### src/rtl/read_response_buffer.sv
// read_response_buffer
//   Four-entry in-order reorder buffer between the read command pool and the
//   host response channel. Each issued read pushes a tag {tid, burst}; read
//   beats (DDR or RAW-forwarded) fill the oldest unfilled tag, masked to the
//   burst size. Responses leave strictly in tag order from entry 0.
//
//   Ports
//     clk, n_rst              clock, synchronous active-low reset
//     tid_strobe/tid_in/      tag push from the read command pool
//       burst_in
//     ddr_rvalid/ddr_rdata    DDR read beat (never back-pressured)
//     raw_valid/raw_data      RAW-forwarded beat (loses to DDR when both valid)
//     resp_valid/resp_ready/  host response channel, head entry
//       resp_data/resp_tid/
//       resp_burst
//     rbusy, rfull, count     occupancy status
//     tag_err, orphan_err     one-cycle pulses for a dropped tag / beat
module read_response_buffer #(
   parameter int DATA_WIDTH = 64,
   parameter int TID_SIZE   = 2
) (
   input  logic                  clk,
   input  logic                  n_rst,
   input  logic                  tid_strobe,
   input  logic [TID_SIZE-1:0]   tid_in,
   input  logic [1:0]            burst_in,
   input  logic                  ddr_rvalid,
   input  logic [DATA_WIDTH-1:0] ddr_rdata,
   input  logic                  raw_valid,
   input  logic [DATA_WIDTH-1:0] raw_data,
   input  logic                  resp_ready,
   output logic                  resp_valid,
   output logic [DATA_WIDTH-1:0] resp_data,
   output logic [TID_SIZE-1:0]   resp_tid,
   output logic [1:0]            resp_burst,
   output logic                  rbusy,
   output logic                  rfull,
   output logic [2:0]            count,
   output logic                  tag_err,
   output logic                  orphan_err
);

   typedef struct packed {
      logic [TID_SIZE-1:0]   tid;
      logic [1:0]            burst;
      logic [DATA_WIDTH-1:0] data;
      logic                  filled;
   } entry_t;

   entry_t          ent_q [4];
   entry_t          ent_d [4];
   logic [2:0]      count_q, cnt_shift, count_d;
   logic            pop, push_ok, beat, placed;
   logic            tag_err_d, orphan_err_d;
   logic [DATA_WIDTH-1:0] beat_data;

   // Keep only the bytes covered by the burst code; the rest store as zero.
   function automatic logic [DATA_WIDTH-1:0] burst_mask(input logic [DATA_WIDTH-1:0] d,
                                                        input logic [1:0] b);
      logic [DATA_WIDTH-1:0] m;
      m = '0;
      case (b)
         2'd0:    m[7:0]  = '1;
         2'd1:    m[15:0] = '1;
         2'd2:    m[31:0] = '1;
         default: m       = '1;
      endcase
      return d & m;
   endfunction

   always_comb begin
      ent_d        = ent_q;
      placed       = 1'b0;
      pop          = resp_valid && resp_ready;
      cnt_shift    = count_q - {2'b0, pop};

      // Pop: shift everything down; the vacated top slot returns to zero so
      // unused entries never leak stale data onto the response fields.
      if (pop) begin
         for (int i = 0; i < 3; i++) ent_d[i] = ent_q[i+1];
         ent_d[3] = '0;
      end

      // A push at count==4 fits only if this cycle's pop freed a slot.
      push_ok   = tid_strobe && (cnt_shift != 3'd4);
      tag_err_d = tid_strobe && !push_ok;
      if (push_ok) begin
         ent_d[cnt_shift[1:0]].tid    = tid_in;
         ent_d[cnt_shift[1:0]].burst  = burst_in;
         ent_d[cnt_shift[1:0]].data   = '0;
         ent_d[cnt_shift[1:0]].filled = 1'b0;
      end
      count_d = cnt_shift + {2'b0, push_ok};

      // The freshly pushed entry is part of the search, which gives the
      // same-cycle bypass for free when every older entry is already filled.
      beat      = ddr_rvalid || raw_valid;
      beat_data = ddr_rvalid ? ddr_rdata : raw_data;
      if (beat) begin
         for (int i = 0; i < 4; i++) begin
            if (!placed && (3'(i) < count_d) && !ent_d[i].filled) begin
               ent_d[i].data   = burst_mask(beat_data, ent_d[i].burst);
               ent_d[i].filled = 1'b1;
               placed          = 1'b1;
            end
         end
      end
      orphan_err_d = beat && !placed;
   end

   always_ff @(posedge clk) begin
      if (!n_rst) begin
         for (int i = 0; i < 4; i++) ent_q[i] <= '0;
         count_q    <= '0;
         tag_err    <= 1'b0;
         orphan_err <= 1'b0;
      end else begin
         for (int i = 0; i < 4; i++) ent_q[i] <= ent_d[i];
         count_q    <= count_d;
         tag_err    <= tag_err_d;
         orphan_err <= orphan_err_d;
      end
   end

   assign resp_valid = ent_q[0].filled && (count_q != 3'd0);
   assign resp_data  = ent_q[0].data;
   assign resp_tid   = ent_q[0].tid;
   assign resp_burst = ent_q[0].burst;
   assign count      = count_q;
   assign rbusy      = (count_q != 3'd0);
   assign rfull      = (count_q == 3'd4);

endmodule
### config.mk
export PLATFORM = sky130hd
export DESIGN_NAME = read_response_buffer
export DESIGN_NICKNAME = d
export VERILOG_FILES = /design/src/rtl/read_response_buffer.sv
export SDC_FILE = /design/constraint.sdc
export NUM_CORES = 1
export LEC_CHECK = 0
export CAP_MARGIN = 10
export CORE_ASPECT_RATIO = 0.7
export CORE_MARGIN = 8
export CORE_UTILIZATION = 58
export CTS_CLUSTER_SIZE = 20
export DETAILED_ROUTE_END_ITERATION = 10
export PLACE_DENSITY = 0.89
export SYNTH_ARGS = -nofsm -noshare
export SYNTH_HDL_FRONTEND = slang
export SYNTH_SLANG_ARGS = --single-unit
### constraint.sdc
create_clock -name clk -period 15.25 [get_ports clk]
set_input_delay 4.575 -clock clk [delete_from_list [all_inputs] [get_ports clk]]
set_output_delay 4.575 -clock clk [all_outputs]
set_load 0.005 [all_outputs]
==> metrics.yaml, run 1 <==
status: "completed"
final_cell_area_excluding_filler_cells_um2: 15810
startpoint_type: "input pin"
rr_endpoint: "ent_q[125]$_SDFF_PN0_"
rsz0062_at_grt: "no"
post-route-period-util: 0.6840
whs_endpoint: "ent_q[58]$_SDFF_PN0_"
post_drt_antenna_nets: 0
setup_violation_total_in_the_final_timing_report: 0
die_y_um: 142.5
io_buffer_count: 213
vias_in_the_first_global_route: 11550
dp_hpwl_mm: 23.40
placeable_core_region_um2: 22560
grt_first_pass_wirelength_mm: 59.82
drc: 0
flow.area_growth_from_synthesis_pct: 19.21
timing.rr.start: "count[2]$_SDFF_PN0_"
power_mw: 2.322
cts-htree-levels: 1
ioPinCount: 214
route.detailed.wl_per_inst_um: 19.79
path_clk_slew_ns: 0.07
final.fill_count: 1678
synth_largest_area_cell: "sky130_fd_sc_hd__dfxtp_1"
arrival_time_of_the_worst_setup_path_ns: 10.82
post_cts.resized_instances: 0
power_leakage_nw: 5.474
max_freq_ghz: 0.09587
crit_required_ns: 15.64
drv_cap: 0
final_core_util: 0.7009
yosysWarnings: 0
ctsHoldBuffers: 0
synth.lib_cells_used.distinct: 55
holdPathStages: 2
cts.sink_count: 281
synth.yosys.seq_area_share: 0.4241
clk-insertion-delay-late_ns: 0.54
finalHoldViolations: 0
irDropWorstVdd_v: 0.0001281
ys_async_rst_share: 0
detailed_place.area_um2: 14910
reg2reg_slack_ns: 8.66
p_per_area_nw_per_um2: 146.8
insertedDiodeCount: 0
tightest_slew_ns: 1.143
drive_above_1_share: 0.1008
type_of_the_worst_min_delay_path: "reg2reg"
place_congestion: 0.8606
synth_enable_flop_cells: 0
min_from: "ent_q[58]$_SDFF_PN0_"
timing.max_slew.rel_slack: 0.2381
post_synthesis_sequential_element_count: 281
globalRouteOverflowTotal: 0
postRouteWirelength_mm: 37.58
crit_path_start: "resp_ready"
postSynthCellCount: 1510
netlist_area_um2: 13270
final.setup_skew_ns: 0.01278
cts_tree: "built"
synth_top_flop_cell: "sky130_fd_sc_hd__dfxtp_1"
critPathKind: "in2reg"
yosys-top-cells-count: "sky130_fd_sc_hd__dfxtp_1, sky130_fd_sc_hd__nand2_1, sky130_fd_sc_hd__mux2i_1"
tritoncts.num_buffers: 27
antenna_violations_before_repair: 0
post_cts_setup_driven_buffer_insertion_count: 0
post_route_minimum_period_ns: 10.43
synth_fp_nets: 1651
synth_largest_type_area_fraction: 0.4241
std_cell_rows: 46
synth_most_common_cell: "sky130_fd_sc_hd__dfxtp_1"
dieArea_um2: 28040
final_net_count: 1710
clk_root_buffer_cell: "sky130_fd_sc_hd__clkbuf_16"
post_drt_via_cell_ratio: 6.162
syn_avg_cell_area_um2: 8.785
synth_area_leaders: "sky130_fd_sc_hd__dfxtp_1, sky130_fd_sc_hd__mux2i_1, sky130_fd_sc_hd__nand2_1"
maxSlewViolCount: 0
globalRouteTotalUtil: 0.2552
buffer_depth_of_the_longest_clock_path: 3
largest_net_degree_at_the_start_of_global_routing: 107
die_width_um: 196.8
end_kind: "flop"
worst_r2r_path_depth: 14
detailroute.via_count: 11700
fin_hold_ws_ns: 0.4548
crit_path_max_fanout: 106
initial_utilization: 0.5880
setup_tns_ns: 0
drtIter0Drc: 1203
first_pass_iters: 8
[cell type report]
type                       count  area (um2)  area share
clock buffer                  37       763.2     0.04826
clock inverter                10       132.6    0.008387
inverter                      10       42.54    0.002690
multi-input combinational   1018        6598      0.4172
sequential                   281        5625      0.3557
tap                          312       390.4     0.02469
timing repair buffer         231        2262      0.1430
[power by group]
part | internal, mW | switching, mW | total (mW)
sequential | 0.802 | 0.0496 | 0.852
combinational | 0.276 | 0.506 | 0.782
clock | 0.400 | 0.288 | 0.688
[worst max-delay path by stage]
stage / slack (ns) / to
finish: 4.82 / ent_q[125]$_SDFF_PN0_
detailed placement: 4.45 / ent_q[125]$_SDFF_PN0_
global route: 4.52 / ent_q[129]$_SDFF_PN0_
floorplan: 6.70 / ent_q[74]$_SDFF_PN0_
CTS: 5.02 / ent_q[125]$_SDFF_PN0_
global placement: 4.59 / ent_q[130]$_SDFF_PN0_
[worst max-delay path, cell delays in order]
cell and delay, ns:
sky130_fd_sc_hd__clkdlybuf4s50_1 0.46, sky130_fd_sc_hd__o311ai_4 0.08, sky130_fd_sc_hd__buf_4 0.73, sky130_fd_sc_hd__inv_6 0.58
sky130_fd_sc_hd__ha_1 0.40, sky130_fd_sc_hd__ha_1 0.41, sky130_fd_sc_hd__inv_1 0.11, sky130_fd_sc_hd__ha_1 0.21
sky130_fd_sc_hd__xnor3_2 0.28, sky130_fd_sc_hd__and2_1 0.27, sky130_fd_sc_hd__a21boi_1 0.37, sky130_fd_sc_hd__a311o_2 0.96
sky130_fd_sc_hd__or2_2 0.49, sky130_fd_sc_hd__buf_4 0.59, sky130_fd_sc_hd__o31ai_1 0.18
[metrics by stage]
step / worst slack (ns) / instances
3_3_place_gp: 4.591 / 1851
5_1_grt: 4.525 / 1899
4_1_cts: 5.021 / 1898
6_report: 4.819 / 1899
3_5_place_dp: 4.447 / 1851
2_1_floorplan: 6.702 / 1510
[state kept, by name (all words and copies together) (netlist names)]
name        count
count           3
tag_err         1
orphan_err      1
resp_burst      2
resp_data      64
ent_q         208
resp_tid        2
[placed cells by master (no fill, tap or decap), types with 5 or more instances in the layout]
cell                              instances
sky130_fd_sc_hd__o21ai_0                100
sky130_fd_sc_hd__mux2_2                  56
sky130_fd_sc_hd__nor3_1                  11
sky130_fd_sc_hd__clkdlybuf4s50_1        211
sky130_fd_sc_hd__clkbuf_16               27
sky130_fd_sc_hd__dfxtp_1                281
sky130_fd_sc_hd__clkbuf_8                 5
sky130_fd_sc_hd__clkbuf_1                 5
sky130_fd_sc_hd__inv_1                    9
sky130_fd_sc_hd__buf_4                   20
sky130_fd_sc_hd__o21ai_1                 10
sky130_fd_sc_hd__o22ai_1                 94
sky130_fd_sc_hd__nor2_1                  34
sky130_fd_sc_hd__mux2i_1                144
sky130_fd_sc_hd__nand2_1                269
sky130_fd_sc_hd__nand3_1                 10
sky130_fd_sc_hd__a311oi_1                 6
sky130_fd_sc_hd__o22ai_2                 19
sky130_fd_sc_hd__and2_1                  13
sky130_fd_sc_hd__nand4_1                 40
sky130_fd_sc_hd__o2bb2ai_1               16
sky130_fd_sc_hd__a21oi_1                 84
sky130_fd_sc_hd__o31ai_1                 65
sky130_fd_sc_hd__clkinv_2                 5
[cells by family after synthesis]
group | Yosys count | synth area share
adders and majority gates | 3 | 0.002830
and+or+nand+nor | 399 | 0.1315
xor gates and xnor gates | 3 | 0.003113
buffers and inverters | 211 | 0.08263
DFF | 281 | 0.4241
AOI/OAI and AO/OA | 413 | 0.1997
muxes | 200 | 0.1562
[layer usage]
metal | vias up | global-route usage | share of wire
li1 | 5472 | - | -
met1 | 5536 | 0.3309 | 0.43
met2 | 609 | 0.4202 | 0.46
met3 | 85 | 0.04630 | 0.085
met4 | 0 | 0.09554 | 0.030
met5 | - | 0 | 0
Note: power is estimated with default switching activity, not from simulation.
==> inputs of run 2 (changes only) <==
CORE_UTILIZATION = 54   (was 58)
PLACE_DENSITY = 0.83   (was 0.89)
clock period = 10.78 ns   (was 15.25 ns; I/O delays follow)
==> metrics.yaml, run 2 (synthesis results as in run 1) <==
post-route-period-util: 0.7169
vias_in_the_first_global_route: 11310
clk_root_buffer_cell: "sky130_fd_sc_hd__clkbuf_16"
largest_net_degree_at_the_start_of_global_routing: 98
crit_top_cell: "sky130_fd_sc_hd__ha_1"
worst_r2r_path_depth: 13
path_clk_slew_ns: 0.07
route.detailed.wl_per_inst_um: 19.59
power_mw: 3.216
max_flop_register: "ent_q"
globalRouteTotalUtil: 0.2345
place.detailed.instances: 1862
globalRouteOverflowTotal: 0
holdPathStages: 2
drtIter0Drc: 1143
cts-htree-levels: 1
detailed_place.area_um2: 14920
end_kind: "flop"
final_net_count: 1706
power_leakage_nw: 5.423
type_of_the_worst_min_delay_path: "reg2reg"
layout_common_cells: "sky130_fd_sc_hd__dfxtp_1, sky130_fd_sc_hd__nand2_1, sky130_fd_sc_hd__clkdlybuf4s50_1"
power.switching_mw: 1.182
sw_frac_of_total: 0.3674
drive_above_1_share: 0.09747
post_drt_antenna_nets: 0
min_from: "ent_q[46]$_SDFF_PN0_"
worst_setup_slack_after_layout_ns: 3.052
buffer_depth_of_the_longest_clock_path: 3
setup_tns_ns: 0
timing.max_slew.rel_slack: 0.2004
place_congestion: 0.8644
ioPinCount: 214
ctsHoldBuffers: 0
timing.rr.start: "count[2]$_SDFF_PN0_"
critical_path.max_stage_delay_ns: 0.99
path_buf_inv: 4
final_core_util: 0.6454
insertedDiodeCount: 0
post_route_minimum_period_ns: 7.728
final_cell_area_excluding_filler_cells_um2: 15740
initial_utilization: 0.5440
sequentialPowerShare: 0.374
multi_input_area_um2: 6603
worst_path_max_delay_cell: "sky130_fd_sc_hd__nor2b_1"
post_cts.resized_instances: 0
dieArea_um2: 29920
rsz0062_at_grt: "no"
die_width_um: 203.3
reg2reg_slack_ns: 5.67
cts_tree: "built"
post_cts_setup_driven_buffer_insertion_count: 0
io_buffer_count: 213
startpoint_type: "input pin"
post_drt_via_cell_ratio: 6.072
flip_flop_count_of_the_largest_register_after_layout: 208
layout.cells.most_common: "sky130_fd_sc_hd__dfxtp_1"
area_occupied_by_registers_um2: 5625
drc: 0
crit_path_max_fanout: 97
maxSlewViolCount: 0
cp_cell_sequence: "clkdlybuf4s50_1 > o311ai_4 > inv_6 > ha_1 > ha_1 > inv_1 > ha_1 > xnor3_2 > and2_1 > a21boi_1 > nor4b_4 > buf_4 > nor2b_1 > o2bb2ai_1"
clk-insertion-delay-late_ns: 0.53
flow.area_growth_from_synthesis_pct: 18.63
p_per_area_nw_per_um2: 204.4
setup_violation_total_in_the_final_timing_report: 0
finalNonFillerCells: 1905
whs_endpoint: "ent_q[46]$_SDFF_PN0_"
die_y_um: 147.1
clkPwrFrac: 0.277
path_delay_family: "buffers and inverters"
critPathKind: "in2reg"
postRouteWirelength_mm: 37.32
grt_first_pass_wirelength_mm: 59.44
cts.sink_count: 281
crit_required_ns: 11.23
fin_hold_ws_ns: 0.4499
arrival_time_of_the_worst_setup_path_ns: 8.18
power.internal_mw: 2.034
tightest_slew_ns: 1.199
final.fill_count: 1976
first_pass_iters: 6
irDropWorstVdd_v: 0.0001284
tritoncts.num_buffers: 26
pre_cts_ws_ns: 2.599
detailroute.via_count: 11570
power_frac_comb: 0.349
drv_cap: 0
finalHoldViolations: 0
dp_hpwl_mm: 22.80
final.setup_skew_ns: 0.01052
antenna_violations_before_repair: 0
rr_endpoint: "ent_q[23]$_SDFF_PN0_"
std_cell_rows: 48
max_freq_ghz: 0.1294
placeable_core_region_um2: 24380
status: "completed"
==> run 2: changes by cell type in the layout (fill, tap and decap cells not counted) <==
| cell | delta |
|---|---|
| sky130_fd_sc_hd__buf_4 | -3 |
| sky130_fd_sc_hd__bufinv_16 | -3 |
| sky130_fd_sc_hd__clkbuf_8 | +3 |
| sky130_fd_sc_hd__clkinv_2 | -2 |
| sky130_fd_sc_hd__clkinv_4 | -1 |
| sky130_fd_sc_hd__inv_6 | -1 |
| sky130_fd_sc_hd__nand3_1 | -1 |
| sky130_fd_sc_hd__nand3_2 | +1 |
==> run 2: how the worst max path moves through the flow <==
stage                from                   end  slack [ns]  cells after the start
2_1_floorplan  resp_ready  ent_q[74]$_SDFF_PN0_        3.57                     19
3_3_place_gp   resp_ready  ent_q[32]$_SDFF_PN0_        2.82                     14
3_5_place_dp   resp_ready  ent_q[23]$_SDFF_PN0_        2.60                     14
4_1_cts        resp_ready  ent_q[23]$_SDFF_PN0_        3.15                     14
5_1_grt        resp_ready  ent_q[29]$_SDFF_PN0_        2.70                     14
6_report       resp_ready  ent_q[23]$_SDFF_PN0_        3.05                     14
==> run 2: per-layer routing <==
layer / share of wire / wire (um) / GRT usage / vias to the layer above
met2: 0.46 / 17220 / 0.3833 / 527
li1: - / - / - / 5471
met5: 0 / 0 / 0 / -
met3: 0.075 / 2807 / 0.04312 / 72
met1: 0.44 / 16400 / 0.3104 / 5497
met4: 0.024 / 901 / 0.07269 / 0
==> run 2: cell type report <==
cell class,instances,area share
clock buffers,40,0.05113
inverters,10,0.002703
multi-input cells,1018,0.4196
clock inverters,3,0.0009541
well taps,325,0.02584
flip-flops and latches,281,0.3575
repair buffers,228,0.1423
==> run 2: power groups by stage <==
stage | logic, mW | registers, mW | clock network (mW)
after global routing | 1.19 | 1.21 | 0.941
final | 1.12 | 1.20 | 0.890
after global placement | 1.08 | 1.22 | 0
after floorplan | 0.753 | 1.20 | 0
after detailed placement | 1.09 | 1.22 | 0
after CTS | 1.10 | 1.20 | 0.897
==> run 2: worst min-delay path, delay by kind of cell, from the launching register on <==
| kind | cells | cell delay, ns |
|---|---|---|
| flip-flops | 1 | 0.31 |
| AO/OA/AOI/OAI | 1 | 0.05 |
| AND/OR/NAND/NOR | 1 | 0.05 |
==> inputs of run 3 (changes only) <==
clock period = 7.52 ns   (was 10.78 ns; I/O delays follow)
==> metrics.yaml, run 3 (synthesis results as in run 1) <==
status: "completed"
grt_first_pass_wirelength_mm: 59.55
timing.max_slew.rel_slack: 0.2785
insertedDiodeCount: 0
worst_r2r_path_depth: 10
cts-htree-levels: 1
drive_above_1_share: 0.1031
post_cts.resized_instances: 0
post_drt_antenna_nets: 0
clk_root_buffer_cell: "sky130_fd_sc_hd__clkbuf_16"
area_occupied_by_registers_um2: 5625
initial_utilization: 0.5440
final.setup_skew_ns: 0.02114
max_freq_ghz: 0.1591
ctsHoldBuffers: 0
place_congestion: 0.8387
holdPathStages: 2
post-route-period-util: 0.8356
type_of_the_worst_min_delay_path: "reg2reg"
worst_path_max_delay_cell: "sky130_fd_sc_hd__buf_4"
flip_flop_count_of_the_largest_register_after_layout: 208
critPathKind: "in2reg"
largest_net_degree_at_the_start_of_global_routing: 96
arrival_time_of_the_worst_setup_path_ns: 6.71
path_delay_family: "buffers and inverters"
dp_hpwl_mm: 22.79
power_leakage_nw: 5.501
maxSlewViolCount: 0
first_pass_iters: 5
path_clk_slew_ns: 0.06
irDropWorstVdd_v: 0.0002613
post_route_minimum_period_ns: 6.284
rsz0062_at_grt: "no"
crit_top_cell: "sky130_fd_sc_hd__buf_4"
multi_input_area_um2: 6603
finalHoldViolations: 0
post_cts_setup_driven_buffer_insertion_count: 0
p_per_area_nw_per_um2: 300.7
std_cell_rows: 48
drv_cap: 0
worst_setup_slack_after_layout_ns: 1.236
detailroute.via_count: 11580
layout_common_cells: "sky130_fd_sc_hd__dfxtp_1, sky130_fd_sc_hd__nand2_1, sky130_fd_sc_hd__clkdlybuf4s50_1"
cts.sink_count: 281
antenna_violations_before_repair: 0
tightest_slew_ns: 1.082
power_mw: 4.778
rr_endpoint: "ent_q[64]$_SDFF_PN0_"
vias_in_the_first_global_route: 11300
min_from: "ent_q[46]$_SDFF_PN0_"
die_width_um: 203.3
clk-insertion-delay-late_ns: 0.53
route.detailed.wl_per_inst_um: 19.53
end_kind: "flop"
whs_endpoint: "ent_q[46]$_SDFF_PN0_"
buffer_depth_of_the_longest_clock_path: 3
post_drt_via_cell_ratio: 6.049
layout.cells.most_common: "sky130_fd_sc_hd__dfxtp_1"
setup_tns_ns: 0
crit_required_ns: 7.94
postRouteWirelength_mm: 37.41
timing.rr.start: "count[2]$_SDFF_PN0_"
tritoncts.num_buffers: 27
drc: 0
ioPinCount: 214
final_net_count: 1711
path_buf_inv: 5
critical_path.max_stage_delay_ns: 0.87
fin_hold_ws_ns: 0.4557
flow.area_growth_from_synthesis_pct: 19.79
startpoint_type: "input pin"
final.fill_count: 2032
dieArea_um2: 29920
io_buffer_count: 213
crit_path_max_fanout: 76
cp_cell_sequence: "clkdlybuf4s50_1 > o311ai_4 > buf_4 > buf_4 > o211ai_1 > a211o_1 > nor4b_4 > buf_4 > buf_4 > nand4_1 > o21ai_0"
reg2reg_slack_ns: 2.70
max_flop_register: "ent_q"
placeable_core_region_um2: 24380
drtIter0Drc: 1020
die_y_um: 147.1
globalRouteTotalUtil: 0.2360
globalRouteOverflowTotal: 0
setup_violation_total_in_the_final_timing_report: 0
pre_cts_ws_ns: 0.8610
cts_tree: "built"
-- run 3: cell type report --
type                            instances  area share
Multi-Input combinational cell       1018      0.4155
Sequential cell                       281      0.3540
Timing Repair Buffer                  232      0.1428
Clock buffer                           39     0.04976
Tap cell                              325     0.02559
Clock inverter                         10    0.009606
Inverter                               10    0.002677
-- run 3: layer usage --
metal	wire length [um]	global-route usage	part of all wire
met4	948	0.07197	0.025
met3	2863	0.04224	0.077
met2	17390	0.3853	0.46
met5	0	0	0
met1	16200	0.3139	0.43
-- run 3: power breakdown --
part / internal [mW] / leakage (nW) / total, mW / switching [mW]
clock network: 0.865 / 0.465 / 1.44 / 0.576
logic: 0.563 / 2.77 / 1.61 / 1.05
registers: 1.63 / 2.27 / 1.72 / 0.0959
total: 3.06 / 5.50 / 4.78 / 1.72
-- run 3: worst max-delay path by stage --
stage | from | endpoint | slack [ns] | depth (start not counted)
5_1_grt | resp_ready | ent_q[64]$_SDFF_PN0_ | 1.06 | 11
3_5_place_dp | resp_ready | ent_q[56]$_SDFF_PN0_ | 0.86 | 11
3_3_place_gp | resp_ready | ent_q[50]$_SDFF_PN0_ | 1.05 | 11
6_report | resp_ready | ent_q[64]$_SDFF_PN0_ | 1.24 | 11
2_1_floorplan | resp_ready | ent_q[74]$_SDFF_PN0_ | 1.29 | 19
4_1_cts | resp_ready | ent_q[64]$_SDFF_PN0_ | 1.37 | 11
-- run 3: stage by stage --
step | util | cell area (um2) | instances
after floorplan | - | 13270 | 1510
after global placement | 0.6130 | 14950 | 1866
after detailed placement | 0.6130 | 14950 | 1866
after CTS | 0.6517 | 15890 | 1915
after global routing | 0.6517 | 15890 | 1915
final | 0.6517 | 15890 | 1915
-- run 3: tightest hold or removal path: stages (launching register included) --
cell and delay (ns):
sky130_fd_sc_hd__dfxtp_1 0.31, sky130_fd_sc_hd__nand2_1 0.05, sky130_fd_sc_hd__o21ai_1 0.05
